[src/rtl/sysmgr_pkg.sv]
// Shared types and width helpers for the system manager sequencer.
package sysmgr_pkg;

    typedef enum logic [2:0] {
        WAIT_LOCK,
        FILTER,
        RELEASE,
        RUN,
        SETTLE
    } state_t;

    // Bits needed to hold a count of 0..n-1 (at least one bit).
    function automatic int cnt_w(input int n);
        return (n < 2) ? 1 : $clog2(n);
    endfunction

endpackage

[src/rtl/sysmgr_lock_filt.sv]
// Consecutive-sample filter: locked is high on the cycle the LOCK_FILT-th high sample is seen.
module sysmgr_lock_filt
    import sysmgr_pkg::*;
#(
    parameter int LOCK_FILT = 64
) (
    input  logic clk,
    input  logic rst_n,
    input  logic pll_lock,
    input  logic restart,
    output logic locked
);

    localparam int FW = cnt_w(LOCK_FILT);
    localparam logic [FW-1:0] LAST = FW'(LOCK_FILT - 1);

    logic [FW-1:0] cnt;

    // Saturates at LAST so a long high run can never wrap back into counting.
    always_ff @(posedge clk) begin
        if (!rst_n || restart || !pll_lock) begin
            cnt <= '0;
        end else if (cnt != LAST) begin
            cnt <= cnt + 1'b1;
        end
    end

    assign locked = pll_lock && !restart && (cnt == LAST);

endmodule

[src/rtl/sysmgr_seq.sv]
// Power-up / re-lock sequencer: filters PLL lock, releases domain resets in a
// staggered order, generates per-domain sync strobes and handles delay updates.
module sysmgr_seq
    import sysmgr_pkg::*;
#(
    parameter int N_DOM     = 3,
    parameter int LOCK_FILT = 64,
    parameter int STAGGER   = 16,
    parameter int DIV       = 4,
    parameter int DW        = 4,
    parameter int DLY_INIT  = 0
) (
    input  logic                      clk,
    input  logic                      rst_n,
    input  logic                      pll_lock,
    input  logic [N_DOM*$clog2(DIV)-1:0] sync_phase,
    input  logic                      dly_valid,
    input  logic [DW-1:0]             dly_data,
    output logic                      dly_ready,
    output logic [DW-1:0]             delay,
    output logic [N_DOM-1:0]          dom_rst,
    output logic [N_DOM-1:0]          sync,
    output logic                      ready
);

    localparam int PW = $clog2(DIV);
    localparam int SW = cnt_w(LOCK_FILT);
    localparam int RW = cnt_w(STAGGER * (N_DOM - 1));
    localparam logic [SW-1:0] SETTLE_LAST = SW'(LOCK_FILT - 1);
    localparam logic [RW-1:0] REL_LAST    = RW'(STAGGER * (N_DOM - 1) - 1);

    state_t            state, state_nxt;
    logic [N_DOM-1:0]  dom_rst_nxt, sync_nxt;
    logic [DW-1:0]     delay_nxt;
    logic [PW-1:0]     phase, phase_nxt;
    logic [RW-1:0]     rel_cnt, rel_nxt;
    logic [SW-1:0]     settle_cnt, settle_nxt;
    logic              restart, locked, lose;

    sysmgr_lock_filt #(.LOCK_FILT(LOCK_FILT)) u_lock_filt (
        .clk      (clk),
        .rst_n    (rst_n),
        .pll_lock (pll_lock),
        .restart  (restart),
        .locked   (locked)
    );

    // dly_valid/dly_ready: a request is taken on any edge where both are high;
    // dly_data is sampled only then, and lock loss always masks the handshake.
    assign dly_ready = (state == RUN) && pll_lock;
    assign ready     = (state == RUN);
    assign restart   = (state == RELEASE) || (state == RUN) || (state == SETTLE);
    assign lose      = !pll_lock && restart;

    always_comb begin
        state_nxt   = state;
        dom_rst_nxt = dom_rst;
        delay_nxt   = delay;
        phase_nxt   = '0;
        rel_nxt     = '0;
        settle_nxt  = '0;
        if (lose) begin
            state_nxt   = WAIT_LOCK;
            dom_rst_nxt = '1;
        end else begin
            case (state)
                WAIT_LOCK: if (pll_lock) state_nxt = FILTER;
                FILTER: begin
                    if (!pll_lock) begin
                        state_nxt = WAIT_LOCK;
                    end else if (locked) begin
                        dom_rst_nxt[0] = 1'b0;
                        state_nxt      = (N_DOM == 1) ? RUN : RELEASE;
                    end
                end
                RELEASE: begin
                    phase_nxt = phase + 1'b1;
                    rel_nxt   = rel_cnt + 1'b1;
                    for (int i = 1; i < N_DOM; i++) begin
                        if (rel_cnt == RW'(STAGGER * i - 1)) dom_rst_nxt[i] = 1'b0;
                    end
                    if (rel_cnt == REL_LAST) state_nxt = RUN;
                end
                RUN: begin
                    if (dly_valid) begin
                        delay_nxt   = dly_data;
                        dom_rst_nxt = '1;
                        state_nxt   = SETTLE;
                    end else begin
                        phase_nxt = phase + 1'b1;
                    end
                end
                SETTLE: begin
                    // Hold off for LOCK_FILT cycles, then re-qualify lock from zero.
                    if (settle_cnt == SETTLE_LAST) state_nxt = FILTER;
                    else settle_nxt = settle_cnt + 1'b1;
                end
                default: begin
                    state_nxt   = WAIT_LOCK;
                    dom_rst_nxt = '1;
                end
            endcase
        end
        for (int i = 0; i < N_DOM; i++) begin
            sync_nxt[i] = !dom_rst_nxt[i] && (phase_nxt == sync_phase[i*PW +: PW]);
        end
    end

    always_ff @(posedge clk) begin
        if (!rst_n) begin
            state      <= WAIT_LOCK;
            dom_rst    <= '1;
            sync       <= '0;
            delay      <= DW'(DLY_INIT);
            phase      <= '0;
            rel_cnt    <= '0;
            settle_cnt <= '0;
        end else begin
            state      <= state_nxt;
            dom_rst    <= dom_rst_nxt;
            sync       <= sync_nxt;
            delay      <= delay_nxt;
            phase      <= phase_nxt;
            rel_cnt    <= rel_nxt;
            settle_cnt <= settle_nxt;
        end
    end

endmodule

[config.mk]
export PLATFORM = sky130hd
export DESIGN_NAME = sysmgr_seq
export DESIGN_NICKNAME = d
export VERILOG_FILES = /design/src/rtl/sysmgr_pkg.sv /design/src/rtl/sysmgr_lock_filt.sv /design/src/rtl/sysmgr_seq.sv
export SDC_FILE = /design/constraint.sdc
export NUM_CORES = 1
export LEC_CHECK = 0
export BUFFER_PORTS_ARGS = -buffer_cell sky130_fd_sc_hd__buf_2
export CORE_MARGIN = 2
export CORE_UTILIZATION = 59
export DETAILED_ROUTE_END_ITERATION = 16
export GPL_ROUTABILITY_DRIVEN = 0
export PLACE_DENSITY_LB_ADDON = 0.12
export RECOVER_POWER = 100
export SLEW_MARGIN = 20
export SYNTH_ARGS = -nofsm -noshare
export SYNTH_HDL_FRONTEND = slang
export SYNTH_SLANG_ARGS = --single-unit
[constraint.sdc]
create_clock -name clk -period 3.5 [get_ports clk]
set_clock_uncertainty 0.1 [all_clocks]
set_input_delay 0.35 -clock clk [delete_from_list [all_inputs] [get_ports clk]]
set_output_delay 0.35 -clock clk [all_outputs]
set_load 0.01 [all_outputs]
Yosys cells after proc, flatten, opt, wreduce, memory -nomap -nowiden --
Cells that the tools add are included.
Cells by class: add/sub/neg operators 4, bitwise gates (word level) 4, shift-type cells 0, $lt $le $gt $ge 0, equal/unequal tests 17, muxes and demuxes 18, div/mod/pow operators 0, $mul 0, reduce and logical (&&, ||, !) cells 25
Operators with widths (number):
- 3-bit two-way mux | 8
- 3-bit case mux with 5 select lines | 1
- 6-bit by 1-bit adder with 6-bit output (second input constant) | 2
- 6-bit equality test (second input constant) | 2
- 3-bit OR reduction | 3
- 1-bit logical AND | 7
- 2-bit equality test | 3
- 3-bit by 2-bit equality test with 1-bit output (second input constant) | 2
- 1-bit zero test | 6
- 6-bit != test (second input constant) | 1
- 2-bit case mux with 3 select lines | 1
- 5-bit by 1-bit adder with 5-bit output (second input constant) | 1
- 5-bit by 4-bit equality test with 1-bit output (second input constant) | 1
- 5-bit equality test (second input constant) | 1
- 5-bit AND reduction | 1
- 1-bit logical OR | 4
- 1-bit two-way mux | 4
- 2-bit two-way mux | 2
- 2-bit by 1-bit != test with 1-bit output (second input constant) | 2
- 2-bit != test (second input constant) | 2
- 1-bit NOT | 4
- 2-bit case mux with 2 select lines | 1
- 4-bit OR reduction | 1
- 3-bit by 1-bit equality test with 1-bit output (second input constant) | 1
- other kinds (7) | 7
Word-level totals: output and inout port bits 12, register bits after elaboration 32, memories 0, memory bits (read-only) 0, input bits 14, RAM bits 0, bits in latches 0

Longest topological paths before layout --
Gate-level depths: netlist (run 1).
depth in word-level cells 12, depth in mapped cells 7, gate-level depth less buffers 7

Cells and area by module --
From an unflattened synthesis (run 1), not the netlist that was laid out.
Unflattened totals: cell total of the unflattened synthesis 196, area total of the unflattened synthesis 1686.6 um^2
By module, submodules not included:
- sysmgr_seq | cells an instance 163, area each 1391.3 um^2, seq. area each 520.5 um^2, times used 1
- sysmgr_lock_filt | cells an instance 33, area each 295.3 um^2, seq. area each 120.1 um^2, times used 1

Worst setup path after synthesis (run 1) --
Ideal clock, no wire load.
path kind register to register, start reg rel_cnt[0], end reg state[0], clock period less this slack 1.610 ns, slack 1.890 ns, required time 3.284 ns, cell stages (with the launch flop) 8, path buffers 0, data arrival time 1.394 ns, library setup time 0.116 ns, cell sequence dfxtp_1 > ha_1 > and3_1 > ha_1 > nor2b_1 > o211ai_1 > a31oi_1 > a41o_1
Between the ends: cells in the longest elaborated chain, start to end 3
RTL lines:
- start: declaration | RTL line sysmgr_seq.sv:36 | logic [RW-1:0] rel_cnt, rel_nxt;
- start signal: assignment | RTL line sysmgr_seq.sv:124 | rel_cnt <= rel_nxt;
- 5-bit equality test | RTL line sysmgr_seq.sv:82 | if (rel_cnt == REL_LAST) state_nxt = RUN;
- 2-bit by 1-bit != test with 1-bit output (no line)
- 5-bit AND reduction (no line)
- end signal: assignment | RTL line sysmgr_seq.sv:119 | state <= state_nxt;
- end: declaration | RTL line sysmgr_seq.sv:32 | state_t state, state_nxt;
Every way passes these cells. A chain may end at the register's enable or synchronous reset.

Final worst setup path (run 1) --
start reg state[2], end out dly_ready
Between the ends: cells in the longest elaborated chain, start to end 2
RTL lines:
- 3-bit by 2-bit equality test with 1-bit output | RTL line sysmgr_seq.sv:50 | assign dly_ready = (state == RUN) && pll_lock;
- 1-bit logical AND | RTL line sysmgr_seq.sv:50
- end: declaration | RTL line sysmgr_seq.sv:19 | output logic dly_ready,
Every way passes these cells.

==> results of run 1 <==
## state kept, by name, summed over array words and instances (netlist names)
register and cells:
settle_cnt 6, u_lock_filt.cnt 6, rel_cnt 5, delay 4, dom_rst 3, state 3
sync 3, phase 2
## power breakdown
| group | total, W | switching [W] | internal, W |
|---|---|---|---|
| Combinational | 0.0000319 | 0.0000170 | 0.0000149 |
| Sequential | 0.000370 | 0.00000424 | 0.000366 |
| Clock | 0.000279 | 0.000130 | 0.000149 |
## synth_stat cells (5+ instances only)
master | number | area, sq um
dfxtp_1 | 32 | 641
nand3_1 | 8 | 40.0
nand2_1 | 13 | 48.8
nor3_1 | 5 | 25.0
a31oi_1 | 6 | 37.5
ha_1 | 5 | 62.6
nor2b_1 | 9 | 56.3
xnor2_1 | 8 | 70.1
a21oi_1 | 6 | 30.0
mux2i_1 | 6 | 60.1
nor2_1 | 23 | 86.3
## per-layer routing
metal / vias to the layer above / share of wire (%) / wire [um]
met1: 603 / 47 / 1370
met5: - / 0 / 0
met2: 41 / 46 / 1340
li1: 656 / - / -
met4: 0 / 1.7 / 49
met3: 7 / 6.2 / 183
## how the worst max path moves through the flow
stage / endpoint / start / cells past startpoint
final: dly_ready / state[2] / 3
after global placement: state[0] / rel_cnt[0] / 7
after floorplan: state[0] / rel_cnt[0] / 7
after global routing: dly_ready / state[2] / 3
after detailed placement: state[0] / rel_cnt[0] / 7
after CTS: dly_ready / state[2] / 3
## cell type report
cell class / count / area, sq um
Fill cell: 217 / 767
Sequential cell: 32 / 641
Multi-Input combinational cell: 129 / 827
Timing Repair Buffer: 25 / 110
Tap cell: 30 / 37.5
Inverter: 4 / 15.0
Clock inverter: 3 / 42.5
Clock buffer: 5 / 37.5
## metrics by stage
| step | util (%) | instance area, sq um | hold slack (ns) | std cells |
|---|---|---|---|---|
| after global placement | 66.9 | 1660 | 0.328 | 220 |
| after detailed placement | 66.9 | 1660 | 0.347 | 220 |
| after CTS | 70.2 | 1740 | 0.164 | 228 |
| after floorplan | - | 1540 | 0.318 | 172 |
| final | 69.0 | 1710 | 0.169 | 228 |
| after global routing | 69.0 | 1710 | 0.181 | 228 |
## critical path, cell delays in order, from the launching register on
cell	delay, ns
dfxtp_1	0.49
nor2b_1	0.35
nor2b_1	0.18
clkbuf_1	0.16
## cell families after synthesis
logic type	after synthesis	share of synthesized area, %
simple gates	81	29.1
compound gates	25	10.7
xor+xnor	12	6.83
fa+ha+maj	5	4.07
buf+inv	11	3.82
flops	32	41.6
mux	6	3.90
==> flow_metrics.env, run 1 <==
export IMPL_r2r_start="state[2]"
export IMPL_initial_core_util_pct=62.1
export IMPL_clockBufferDepth=2
export IMPL_grt_overflow_total=0
export IMPL_grt_max_degree=16
export IMPL_ys_seq_area_share_pct=41.6
export IMPL_ys_flop_type="dfxtp_1"
export IMPL_ys_warn_count=0
export IMPL_worstPathMaxFanout=15
export IMPL_cts_tree="built"
export IMPL_r2r_cells=4
export IMPL_dieHeight_um=55.1
export IMPL_rr_endpoint="sync[2]"
export IMPL_die_area_sq_um=3030
export IMPL_rsz0062_at_grt="false"
export IMPL_layout_setup_ws_ns=1.53
export IMPL_grt_util_met3_pct=9.41
export IMPL_grt_antenna_before_repair=0
export IMPL_hold_start="dly_data[0]"
export IMPL_numPortBuffers=25
export IMPL_first_global_vias=1164
export IMPL_min_period_ns=1.97
export IMPL_finalMaxSlewViolations=0
export IMPL_post_cts_setup_buffer_count=0
export IMPL_antenna_cells=0
export IMPL_ys_ff_latch=32
export IMPL_end_kind="output pin"
export IMPL_layout_commonest_cell="dfxtp_1"
export IMPL_cts_hold_buffers=0
export IMPL_track_usage_pct=23.2
export IMPL_ir_drop_mv=0.369
export IMPL_powerDensity_nw_per_um2=398
export IMPL_routedWlPerCell_um=12.9
export IMPL_synth_net_count=191
export IMPL_fp_row_count=18
export IMPL_max_cap_violations=0
export IMPL_synth_cell_type_count=36
export IMPL_grt_busiest_layer="met2"
export IMPL_worstMarginPinSlew_ns=0.510
export IMPL_ctsResizeCount=0
export IMPL_drt_wl_total_mm=2.94
export IMPL_areaGrowthSynthToFinish_pct=11.1
export IMPL_insertion_delay_ns=0.35
export IMPL_hp_class="input pin to flip-flop"
export IMPL_async_flop_share_pct=0
export IMPL_min_path_cells=3
export IMPL_p_total_w=0.000681
export IMPL_worstPathRequired_ns=3.05
export IMPL_numCtsBuffers=5
export IMPL_r2r_setup_slack_ns=1.68
export IMPL_max_freq_mhz=507
export IMPL_final_cell_mix="dfxtp_1, nor2_1, nand2_1, buf_2, clkbuf_1"
export IMPL_fin_nets=216
export IMPL_hold_path_end="delay[0]"
export IMPL_drc=0
export IMPL_critPathLaunchType="flip-flop"
export IMPL_drtAntennaViolNets=0
export IMPL_hpwl_mm=2.15
export IMPL_core_area_sq_um=2480
export IMPL_htreeDepth=2
export IMPL_via_count=1307
export IMPL_use_met1_pct=28.0
export IMPL_dp_slack_ns=1.78
export IMPL_slew_headroom_pct=66.0
export IMPL_die_w_um=55.1
export IMPL_status="complete, no violations"
export IMPL_drtIter0Drc=35
export IMPL_first_pass_iters=4
export IMPL_finalHoldViolations=0
export IMPL_grt_use_met2_pct=36.1
export IMPL_crit_type="flip-flop to output pin"
export IMPL_period_share_pct=56.3
export IMPL_power_leakage_nw=0.662
export IMPL_worstPathArrival_ns=1.52
export IMPL_synth_edf_count=0
export IMPL_grt_pass1_wl_mm=4.92
export IMPL_clkTransAtPathRegs_ns=0.11
export IMPL_vias_per_cell=5.73
export IMPL_setup_tns_ns=0
export IMPL_synthCells=172
export IMPL_finalSetupViolCount=0
export IMPL_synth_area_per_cell_sq_um=8.95
export IMPL_cts_root_buf="clkbuf_4"
export IMPL_syn_area_sq_um=1540
export IMPL_cts_sinks=32
export IMPL_io_pins=26
export IMPL_drive_gt1_share_pct=11.1
No activity file was read; power rests on OpenSTA's default activity.
==> run 2: changes to the inputs <==
--- a/config.mk
+++ b/config.mk
@@ -7,7 +7,7 @@
 export LEC_CHECK = 0
 export BUFFER_PORTS_ARGS = -buffer_cell sky130_fd_sc_hd__buf_2
 export CORE_MARGIN = 2
-export CORE_UTILIZATION = 59
+export CORE_UTILIZATION = 49
 export DETAILED_ROUTE_END_ITERATION = 16
 export GPL_ROUTABILITY_DRIVEN = 0
 export PLACE_DENSITY_LB_ADDON = 0.12
==> constraint.sdc (replaced) <==
create_clock -name clk -period 1.7 [get_ports clk]
set_clock_uncertainty 0.1 [all_clocks]
set_input_delay 0.17 -clock clk [delete_from_list [all_inputs] [get_ports clk]]
set_output_delay 0.17 -clock clk [all_outputs]
set_load 0.01 [all_outputs]
==> run 2 against run 1 <==
Sequential cell count unchanged. Via count increased by 1.1%. Power increased by 110%. Combinational power increased by 150%. Worst hold slack got worse by 0.12 ns. Non-clock buffer count increased by 8. Register-to-register slack got worse by 1.6 ns. First-iteration DRC count increased by 54%. Global-route usage decreased by 3.1 points. Critical endpoint is now settle_cnt[2].
==> flow_metrics.env, run 2 (synthesized netlist as in run 1, its figures left out) <==
export IMPL_hpwl_mm=2.35
export IMPL_placed_area_sq_um=1710
export IMPL_antenna_cells=0
export IMPL_cts_tree="built"
export IMPL_design_area_sq_um=1830
export IMPL_grt_overflow_total=0
export IMPL_slew_headroom_pct=74.9
export IMPL_initial_core_util_pct=50.8
export IMPL_crit_type="flip-flop to flip-flop"
export IMPL_io_pins=26
export IMPL_track_usage_pct=20.1
export IMPL_status="complete, no violations"
export IMPL_layout_commonest_cell="dfxtp_1"
export IMPL_drt_wl_total_mm=3.23
export IMPL_min_period_ns=1.62
export IMPL_cts_sinks=32
export IMPL_ir_drop_mv=0.494
export IMPL_drive_gt1_share_pct=18.0
export IMPL_end_kind="flip-flop"
export IMPL_rsz0062_at_grt="true"
export IMPL_powerDensity_nw_per_um2=771
export IMPL_worstPathMaxFanout=6
export IMPL_first_global_vias=1232
export IMPL_insertion_delay_ns=0.34
export IMPL_numPortBuffers=25
export IMPL_path_cells="ha_1 -> and3_1 -> nand3_1 -> or3b_4 -> nor2_1"
export IMPL_fin_util_pct=60.4
export IMPL_fp_row_count=20
export IMPL_slowest_delay_ns=0.43
export IMPL_dp_slack_ns=0.0251
export IMPL_layout_setup_ws_ns=0.0783
export IMPL_r2r_cells=5
export IMPL_final_cell_mix="dfxtp_1, nor2_1, buf_2, nand2_1, clkbuf_1"
export IMPL_numCtsBuffers=5
export IMPL_critPathLaunchType="flip-flop"
export IMPL_via_count=1322
export IMPL_die_area_sq_um=3600
export IMPL_finalHoldViolations=0
export IMPL_post_cts_setup_buffer_count=0
export IMPL_drc=0
export IMPL_r2r_start="settle_cnt[0]"
export IMPL_top_regs="settle_cnt x6, u_lock_filt.cnt x6, rel_cnt x5"
export IMPL_grt_max_degree=12
export IMPL_htreeDepth=2
export IMPL_power_leakage_nw=0.702
export IMPL_period_share_pct=95.4
export IMPL_grt_antenna_before_repair=0
export IMPL_worstPathArrival_ns=1.81
export IMPL_cts_root_buf="clkbuf_4"
export IMPL_crit_slowest_cell="or3b_4"
export IMPL_hp_class="input pin to flip-flop"
export IMPL_finalSetupViolCount=0
export IMPL_routedWlPerCell_um=12.9
export IMPL_areaGrowthSynthToFinish_pct=18.9
export IMPL_first_pass_iters=4
export IMPL_max_freq_mhz=617
export IMPL_dieHeight_um=60.0
export IMPL_clockBufferDepth=2
export IMPL_min_path_cells=3
export IMPL_drtIter0Drc=54
export IMPL_hold_ws_ns=0.0510
export IMPL_vias_per_cell=5.29
export IMPL_fin_nets=224
export IMPL_hold_start="rst_n"
export IMPL_grt_pass1_wl_mm=5.29
export IMPL_clkTransAtPathRegs_ns=0.10
export IMPL_die_w_um=60.0
export IMPL_finalMaxSlewViolations=0
export IMPL_worstPathRequired_ns=1.89
export IMPL_core_area_sq_um=3030
export IMPL_worstMarginPinSlew_ns=0.375
export IMPL_drtAntennaViolNets=0
export IMPL_max_cap_violations=0
export IMPL_startpoint="settle_cnt[0]"
[run 2: stage by stage]
stage                     instances  power (W)   TNS [ns]
final                           250    0.00141          0
after global routing            250    0.00147  -0.000364
after CTS                       250    0.00143          0
after detailed placement        238   0.000848          0
after global placement          238   0.000844          0
after floorplan                 172   0.000813          0
[run 2: cell type report]
| cell class | instances | area (sq um) |
|---|---|---|
| Sequential cell | 32 | 643 |
| Fill cell | 272 | 1200 |
| Multi-Input combinational cell | 129 | 857 |
| Inverter | 4 | 15.0 |
| Tap cell | 44 | 55.1 |
| Clock buffer | 6 | 41.3 |
| Timing Repair Buffer | 33 | 183 |
| Clock inverter | 2 | 35.0 |
[run 2: critical path, delay by kind of cell (launching register included)]
family / cells / cell delay (ns)
AND/OR/NAND/NOR: 4 / 0.88
adder cells (fa/ha/maj): 1 / 0.23
flip-flops: 1 / 0.34
[run 2: path summary, 6_finish.rpt]
check | to | slack, ns
worst max-delay path | settle_cnt[2] | 0.08
worst min register to register | rel_cnt[0] | 0.33
worst min-delay path | state[1] | 0.05
worst max register to register | settle_cnt[2] | 0.08
[run 2: power breakdown]
group	internal [W]	switching, W
clock	0.000308	0.000263
sequential	0.000754	0.00000602
combinational	0.0000393	0.0000398
total	0.00110	0.000309
[run 2: per-layer routing]
| layer | GRT usage, % | wire [um] |
|---|---|---|
| met1 | 24.3 | 1480 |
| met2 | 32.3 | 1480 |
| met3 | 6.28 | 191 |
| met4 | 9.52 | 80 |
| met5 | 0 | 0 |
[run 2: repair_timing]
action / in CTS / in global routing
setup endpoints to repair: 0 / 12
gates resized for setup: 0 / 8
endpoints found under the hold margin: 4 / 0
hold buffers: 4 / 0
